<file path="config.mk">
export PLATFORM = sky130hd
export DESIGN_NAME = cacheline_mem_arbiter_flat
export DESIGN_NICKNAME = d
export VERILOG_FILES = /design/src/rtl/cacheline_mem_arbiter_if.sv /design/src/rtl/cacheline_mem_arbiter.sv /design/src/flat_wrapper.sv
export SDC_FILE = /design/constraint.sdc
export NUM_CORES = 1
export LEC_CHECK = 0
export ABC_AREA = 1
export CORE_AREA = 2 2 576 578
export CTS_CLUSTER_DIAMETER = 40
export CTS_CLUSTER_SIZE = 25
export DETAILED_ROUTE_END_ITERATION = 6
export DIE_AREA = 0 0 578 580
export GPL_ROUTABILITY_DRIVEN = 0
export PLACE_DENSITY_LB_ADDON = 0.25
export SLEW_MARGIN = 20
export SYNTH_ARGS = -nofsm -noshare
export SYNTH_HDL_FRONTEND = slang
export SYNTH_SLANG_ARGS = --single-unit
export TNS_END_PERCENT = 100
</file>
<file path="constraint.sdc">
create_clock -name clk -period 9.1 [get_ports clk]
set_input_delay 0.91 -clock clk [delete_from_list [all_inputs] [get_ports clk]]
set_output_delay 0.91 -clock clk [all_outputs]
set_load 0.005 [all_outputs]
</file>
<file path="src/rtl/cacheline_mem_arbiter_if.sv">
// Bundle of the icache, dcache and physical-memory signals around cacheline_mem_arbiter.
// slave = arbiter view, master = the caches/memory surrounding it.
interface cacheline_mem_arbiter_if #(
  parameter int ADDR_W = 32,
  parameter int LINE_W = 256
);
  // Request/response protocol: a cache raises read/write with a stable address
  // (and write data) and holds it until its resp pulse; it drops the request the
  // cycle after resp. Memory answers each strobe with a single-cycle mem_resp,
  // and mem_rdata is valid in that same cycle.
  logic [ADDR_W-1:0] i_addr;
  logic              i_read;
  logic              i_resp;
  logic [LINE_W-1:0] i_rdata;

  logic [ADDR_W-1:0] d_addr;
  logic              d_read;
  logic              d_write;
  logic [LINE_W-1:0] d_wdata;
  logic              d_resp;
  logic [LINE_W-1:0] d_rdata;

  logic [ADDR_W-1:0] mem_addr;
  logic              mem_read;
  logic              mem_write;
  logic [LINE_W-1:0] mem_wdata;
  logic              mem_resp;
  logic [LINE_W-1:0] mem_rdata;

  modport slave (
    input  i_addr, i_read, d_addr, d_read, d_write, d_wdata, mem_resp, mem_rdata,
    output i_resp, i_rdata, d_resp, d_rdata, mem_addr, mem_read, mem_write, mem_wdata
  );

  modport master (
    output i_addr, i_read, d_addr, d_read, d_write, d_wdata, mem_resp, mem_rdata,
    input  i_resp, i_rdata, d_resp, d_rdata, mem_addr, mem_read, mem_write, mem_wdata
  );
endinterface

</file>
<file path="src/rtl/cacheline_mem_arbiter.sv">
// Shares one cacheline memory port between icache and dcache, one transaction at a time,
// alternating priority on conflicts. Define ARB_PERF_CNT_EN to build the perf counters.
module cacheline_mem_arbiter #(
  parameter int ADDR_W = 32,
  parameter int LINE_W = 256
) (
  input  logic                   clk,
  input  logic                   rst,
  cacheline_mem_arbiter_if.slave bus,
  output logic [31:0]            perf_i_grants,
  output logic [31:0]            perf_d_grants,
  output logic [31:0]            perf_conflicts,
  output logic [1:0]             state
);
  localparam logic [1:0] IDLE   = 2'd0;
  localparam logic [1:0] I_BUSY = 2'd1;
  localparam logic [1:0] D_BUSY = 2'd2;

  logic [1:0]        state_q;
  logic              last_d;
  logic [ADDR_W-1:0] addr_q;
  logic [LINE_W-1:0] wdata_q;
  logic              read_q;
  logic              write_q;
  logic              i_pend;
  logic              d_pend;
  logic              grant_i;
  logic              grant_d;
  logic              done;

  assign i_pend  = bus.i_read;
  assign d_pend  = bus.d_read | bus.d_write;
  // On a tie the requester that did not win last time goes first.
  assign grant_d = (state_q == IDLE) && d_pend && (!i_pend || !last_d);
  assign grant_i = (state_q == IDLE) && i_pend && !grant_d;
  assign done    = (state_q != IDLE) && bus.mem_resp;

  always_ff @(posedge clk or posedge rst) begin
    if (rst) begin
      state_q <= IDLE;
      last_d  <= 1'b0;
      addr_q  <= '0;
      wdata_q <= '0;
      read_q  <= 1'b0;
      write_q <= 1'b0;
    end else if (grant_d) begin
      state_q <= D_BUSY;
      addr_q  <= bus.d_addr;
      wdata_q <= bus.d_wdata;
      write_q <= bus.d_write;
      read_q  <= !bus.d_write;
      last_d  <= 1'b1;
    end else if (grant_i) begin
      state_q <= I_BUSY;
      addr_q  <= bus.i_addr;
      read_q  <= 1'b1;
      write_q <= 1'b0;
      last_d  <= 1'b0;
    end else if (done) begin
      state_q <= IDLE;
      read_q  <= 1'b0;
      write_q <= 1'b0;
    end
  end

  assign bus.mem_addr  = addr_q;
  assign bus.mem_wdata = wdata_q;
  assign bus.mem_read  = read_q;
  assign bus.mem_write = write_q;
  assign bus.i_resp    = bus.mem_resp && (state_q == I_BUSY);
  assign bus.d_resp    = bus.mem_resp && (state_q == D_BUSY);
  assign bus.i_rdata   = bus.mem_rdata;
  assign bus.d_rdata   = bus.mem_rdata;
  assign state         = state_q;

`ifdef ARB_PERF_CNT_EN
  logic [31:0] i_cnt;
  logic [31:0] d_cnt;
  logic [31:0] c_cnt;
  logic        conflict;

  assign conflict = ((state_q == I_BUSY) && d_pend) || ((state_q == D_BUSY) && i_pend) ||
                    ((state_q == IDLE) && i_pend && d_pend);

  always_ff @(posedge clk or posedge rst) begin
    if (rst) begin
      i_cnt <= '0;
      d_cnt <= '0;
      c_cnt <= '0;
    end else begin
      if (grant_i && (i_cnt != 32'hFFFF_FFFF)) i_cnt <= i_cnt + 32'd1;
      if (grant_d && (d_cnt != 32'hFFFF_FFFF)) d_cnt <= d_cnt + 32'd1;
      if (conflict && (c_cnt != 32'hFFFF_FFFF)) c_cnt <= c_cnt + 32'd1;
    end
  end

  assign perf_i_grants  = i_cnt;
  assign perf_d_grants  = d_cnt;
  assign perf_conflicts = c_cnt;
`else
  assign perf_i_grants  = 32'd0;
  assign perf_d_grants  = 32'd0;
  assign perf_conflicts = 32'd0;
`endif
endmodule

</file>
<file path="src/flat_wrapper.sv">
// flat-port wrapper written by rule: the top's interface ports become plain ports
module cacheline_mem_arbiter_flat 
#(
  parameter int ADDR_W = 32,
  parameter int LINE_W = 256
)
  (clk, rst, perf_i_grants, perf_d_grants, perf_conflicts, state, bus_i_addr, bus_i_read, bus_d_addr, bus_d_read, bus_d_write, bus_d_wdata, bus_mem_resp, bus_mem_rdata, bus_i_resp, bus_i_rdata, bus_d_resp, bus_d_rdata, bus_mem_addr, bus_mem_read, bus_mem_write, bus_mem_wdata);
  cacheline_mem_arbiter_if #(.ADDR_W(ADDR_W), .LINE_W(LINE_W)) bus_i ();
  input  logic clk;
  input  logic rst;
  output logic [31:0] perf_i_grants;
  output logic [31:0] perf_d_grants;
  output logic [31:0] perf_conflicts;
  output logic [1:0] state;
  input wire logic [$bits(bus_i.i_addr)-1:0] bus_i_addr;
  input wire logic [$bits(bus_i.i_read)-1:0] bus_i_read;
  input wire logic [$bits(bus_i.d_addr)-1:0] bus_d_addr;
  input wire logic [$bits(bus_i.d_read)-1:0] bus_d_read;
  input wire logic [$bits(bus_i.d_write)-1:0] bus_d_write;
  input wire logic [$bits(bus_i.d_wdata)-1:0] bus_d_wdata;
  input wire logic [$bits(bus_i.mem_resp)-1:0] bus_mem_resp;
  input wire logic [$bits(bus_i.mem_rdata)-1:0] bus_mem_rdata;
  output wire logic [$bits(bus_i.i_resp)-1:0] bus_i_resp;
  output wire logic [$bits(bus_i.i_rdata)-1:0] bus_i_rdata;
  output wire logic [$bits(bus_i.d_resp)-1:0] bus_d_resp;
  output wire logic [$bits(bus_i.d_rdata)-1:0] bus_d_rdata;
  output wire logic [$bits(bus_i.mem_addr)-1:0] bus_mem_addr;
  output wire logic [$bits(bus_i.mem_read)-1:0] bus_mem_read;
  output wire logic [$bits(bus_i.mem_write)-1:0] bus_mem_write;
  output wire logic [$bits(bus_i.mem_wdata)-1:0] bus_mem_wdata;
  assign bus_i.i_addr = bus_i_addr;
  assign bus_i.i_read = bus_i_read;
  assign bus_i.d_addr = bus_d_addr;
  assign bus_i.d_read = bus_d_read;
  assign bus_i.d_write = bus_d_write;
  assign bus_i.d_wdata = bus_d_wdata;
  assign bus_i.mem_resp = bus_mem_resp;
  assign bus_i.mem_rdata = bus_mem_rdata;
  assign bus_i_resp = bus_i.i_resp;
  assign bus_i_rdata = bus_i.i_rdata;
  assign bus_d_resp = bus_i.d_resp;
  assign bus_d_rdata = bus_i.d_rdata;
  assign bus_mem_addr = bus_i.mem_addr;
  assign bus_mem_read = bus_i.mem_read;
  assign bus_mem_write = bus_i.mem_write;
  assign bus_mem_wdata = bus_i.mem_wdata;
  cacheline_mem_arbiter #(.ADDR_W(ADDR_W), .LINE_W(LINE_W)) u_core (.clk(clk), .rst(rst), .bus(bus_i), .perf_i_grants(perf_i_grants), .perf_d_grants(perf_d_grants), .perf_conflicts(perf_conflicts), .state(state));
endmodule
</file>
==> After elaboration in Yosys (flattened, before gate mapping) <==
Cells that the tools add are included.
{ "totals": {"regBits": 293, "input_bits": 582, "word_cells": 37} }
{ "op_classes": {"eq_ne": 2, "muxes": 12, "bitwise_logic": 1, "n_reduce_logical": 16} }
{ "ops": {"columns": ["operator", "n"], "rows": [
  ["2-to-1 mux 32 bit", 2],
  ["logical AND 1 bit", 7],
  ["2-to-1 mux 1 bit", 7],
  ["2-to-1 mux 2 bit", 3],
  ["logical NOT 1 bit", 4],
  ["nonzero test 2 bit", 2],
  ["nonzero test 3 bit", 1],
  ["== test 2 x 1 -> 1 bit (second input constant)", 1],
  ["== test 2 bit (second input constant)", 1],
  ["logical NOT 2 bit", 1],
  ["logical OR 1 bit", 1],
  ["bitwise OR 1 bit", 1]
]} }

==> Depth between registers and ports, before layout <==
{ "depth": {"ltp_word": 7, "depth_mapped": 8} }

==> Worst setup path after synthesis <==
No wires, ideal clock.
{ "synth_path": {"kind": "input-to-output", "start": "in bus_mem_resp", "end": "out bus_d_resp", "t_arrival_ps": 1099, "required_time_ps": 8190, "slack_ps": 7091, "stages": 2, "path_buffers": 0, "path_cell_list": "inv_1 > nor3_1"} }
{ "synth_between": {"elab_chain_len": 1} }
{ "synth_rtl": {"columns": ["item", "line_no", "rtl"], "rows": [
  ["start, declared", "flat_wrapper.sv:21", "input wire logic [$bits(bus_i.mem_resp)-1:0] bus_mem_resp;"],
  ["logical AND 1 bit", "cacheline_mem_arbiter.sv:71", "assign bus.d_resp = bus.mem_resp && (state_q == D_BUSY);"],
  ["end, declared", "flat_wrapper.sv:25", "output wire logic [$bits(bus_i.d_resp)-1:0] bus_d_resp;"]
]} }
No other way between the ends.

==> Worst setup path in the final report <==
{ "layout_path": {"start": "in bus_d_write", "end": "reg u_core.wdata_q[198] (netlist: u_core.bus.mem_wdata[198])"} }
{ "layout_between": {"elab_chain_len": 3} }
{ "layout_rtl": {"columns": ["item", "line_no", "rtl"], "rows": [
  ["start, declared", "flat_wrapper.sv:19", "input wire logic [$bits(bus_i.d_write)-1:0] bus_d_write;"],
  ["bitwise OR 1 bit", "cacheline_mem_arbiter.sv:32", "assign d_pend = bus.d_read | bus.d_write;"],
  ["logical AND 1 bit (2 in a row)", "cacheline_mem_arbiter.sv:34", "assign grant_d = (state_q == IDLE) && d_pend && (!i_pend || !last_d);"],
  ["end signal, assigned", "cacheline_mem_arbiter.sv:49", "wdata_q <= bus.d_wdata;"],
  ["end, declared", "cacheline_mem_arbiter.sv:22", "logic [LINE_W-1:0] wdata_q;"]
]} }
No other way between the ends.
A chain may end at the register's enable or synchronous reset.

==> impl_metrics.ini <==
[final_layout]
final_nets = 2721
fillCellCount = 38320
layout-drive-gt1-share = 0.1239
finalNonFillerCells = 6580
area_delta_synth_final_pct = 60.66

[grt]
grt_use_total = 0.08537
grt.overflow.total = 0
grt_pass1_vias = 14240
grt_pass1_wl_mm = 178.6
grt_max_degree = 145
antenna_found_initial = 48

[cts]
cts_buffers = 98
h-tree-depth = 3
cts_tree = built
cts.sink_count = 293
clk_root_buffer_cell = clkbuf_16
cts.path.max_buffers = 4
clk_pin_slew_ns = 0.04
worstSkewPairLatency_ns = 0.78
ctsResizeCount = 0
cts_setup_buffers = 0
hold_buffers = 0

[power]
p_sw_frac = 0.3937
intPower_mw = 5.996
leakage_nw = 11.29
clkPwrFrac = 0.350
ir_worst_vdd_mv = 0.1470
power.total_mw = 9.889
p_per_area_nw_per_um2 = 359.3
pwr-share-comb = 0.408
seqPwrFrac = 0.242
p_switching_mw = 3.893

[yosys]
yosys-top-cells-area = dfrtp_1 (43%), buf_4 (27%), nand2_1 (7.2%)
syn_area_um2 = 17130
yosysTopAreaCell = dfrtp_1
yosysMostFrequentCell = buf_4
ys_warn_count = 0
yosys-top-cells-count = buf_4 (611), nand2_1 (330), inv_1 (327), dfrtp_1 (293), o21ai_1 (150)
synth_edf_count = 0
synthCells = 2004
yosysUniqueCellTypes = 18
avgSynthCellArea_um2 = 8.547
ys_seq_area_frac = 0.4280
synth_top_area_share = 0.4280
synth-main-ff-cell = dfrtp_1
synth_seq_cells = 293
synthArstFlopShare = 1.000

[setup_path]
crit_required_ns = 9.78
crit_path_start_kind = input port
critPathArrivalTime_ns = 4.27
critPathCaptureType = flip-flop
path_max_fanout = 133
path_class = input port to flip-flop

[sta]
fin_ws_ns = 5.507
min_period_ns = 3.593
max_freq_ghz = 0.2783
slew_violations = 0
clock_skew_ns = 0.04626
fin_crit_sh = 0.3948
rsz0062_at_grt = no
tightest_slew_ns = 0.9312
hold_viol_final = 0
finalSetupTns_ns = 0
maxSlewHeadroom = 0.3770
finalSetupViolations = 0

[worst_hold_path]
hold_class = flip-flop to flip-flop

[detailed_routing]
drc_errors = 0
via_per_inst = 2.005
via_count = 13190
postRouteAntennaNets = 0
firstDrtPassIters = 5
drtIter0Drc = 441
wirelength_mm = 147.3
wl_per_cell_um = 22.38

[place]
hpwl_mm = 128.0
place_ws_ns = 4.604
dpl.cell_count = 6405
portBuffers = 619

[die]
chipWidth_um = 578
start_util = 0.05203
die_y_um = 580
dieArea_um2 = 335200
io-pin-count = 1484
core_area_um2 = 329200
num_rows = 211

[flow_run]
maxCapViolCount = 0

[run_status]
status = complete, no violations
==> final cells by class <==
class,count,area (um^2),share of cell area
antenna,3,7.507,0.0002728
clock buffer,133,2796,0.1016
clock inverter,39,498.0,0.01810
inverter,327,1235,0.04487
multi-input combinational,789,3865,0.1404
sequential,293,7332,0.2664
tap,4366,5463,0.1985
timing repair buffer,630,6324,0.2298
==> per-layer routing <==
layer | vias to the layer above | wire length [um] | global-route usage
li1 | 5687 | - | -
met1 | 5916 | 39600 | 0.06593
met2 | 1087 | 60600 | 0.1253
met3 | 491 | 37430 | 0.09683
met4 | 10 | 9584 | 0.05056
met5 | - | 67 | 0
==> path summary, 6_finish.rpt <==
| check | from | to | slack [ns] | cells past startpoint |
|---|---|---|---|---|
| worst max register to register | u_core.last_d | u_core.bus.mem_wdata[198] | 5.86 | 6 |
| worst min-delay path | u_core.bus.mem_wdata[125] | u_core.bus.mem_wdata[125] | 0.47 | 2 |
| max in group asynchronous | rst | u_core.bus.mem_wdata[53] | 7.11 | 3 |
| min in group asynchronous | rst | u_core.bus.mem_wdata[173] | 0.72 | 2 |
| worst max-delay path | bus_d_write | u_core.bus.mem_wdata[198] | 5.51 | 8 |
| worst min register to register | u_core.bus.mem_wdata[125] | u_core.bus.mem_wdata[125] | 0.47 | 2 |
==> kinds of logic after synthesis <==
| logic type | count (synthesis) | synth area share |
|---|---|---|
| AOI/OAI and AO/OA | 258 | 0.09730 |
| DFF | 293 | 0.4280 |
| other | 1 | 0.0002189 |
| buffers and inverters | 1017 | 0.3682 |
| and+or+nand+nor | 435 | 0.1063 |
==> flip-flops by register name (all words and copies together) (netlist names) <==
signal                flops
u_core.bus.mem_addr      32
u_core.bus.mem_read       1
u_core.bus.mem_wdata    256
u_core.bus.mem_write      1
u_core.last_d             1
u_core.state              2
==> per-stage QoR <==
| stage | hold slack (ns) | utilization | cell area (um^2) |
|---|---|---|---|
| after CTS | 0.4771 | 0.08357 | 27510 |
| after floorplan | 0.4763 | - | 17490 |
| after detailed placement | 0.4665 | 0.07356 | 24220 |
| final | 0.4736 | 0.08359 | 27520 |
| after global routing | 0.4979 | 0.08358 | 27520 |
| after global placement | 0.4662 | 0.07356 | 24220 |
==> worst max-delay path: stages <==
cell and delay, ns:
clkdlybuf4s50_1 0.44, inv_1 0.08, nand2_2 0.42, nand3_4 0.66, buf_12 0.53, buf_4 0.75, nand2_1 0.16, o21ai_2 0.09
==> power by group through the flow <==
stage	Sequential [mW]	Combinational, mW	Clock (mW)
finish	2.40	4.03	3.46
floorplan	2.34	1.58	0
global placement	2.41	4.30	0
CTS	2.42	4.30	3.62
detailed placement	2.41	4.27	0
global route	2.49	4.58	3.66
==> cells in the final DEF (no fill, tap or decap), drive strengths merged <==
master         instances
nand3                 66
o21ai                258
clkdlybuf4s50        618
clkinv                26
buf                   12
nor2                   1
diode                  3
conb                  96
nand4                 35
clkbuf               133
nand2                331
dfrtp                293
inv                  328
nor3                   2
bufinv                10
clkinvlp               2
No activity file was read; power rests on OpenSTA's default activity.
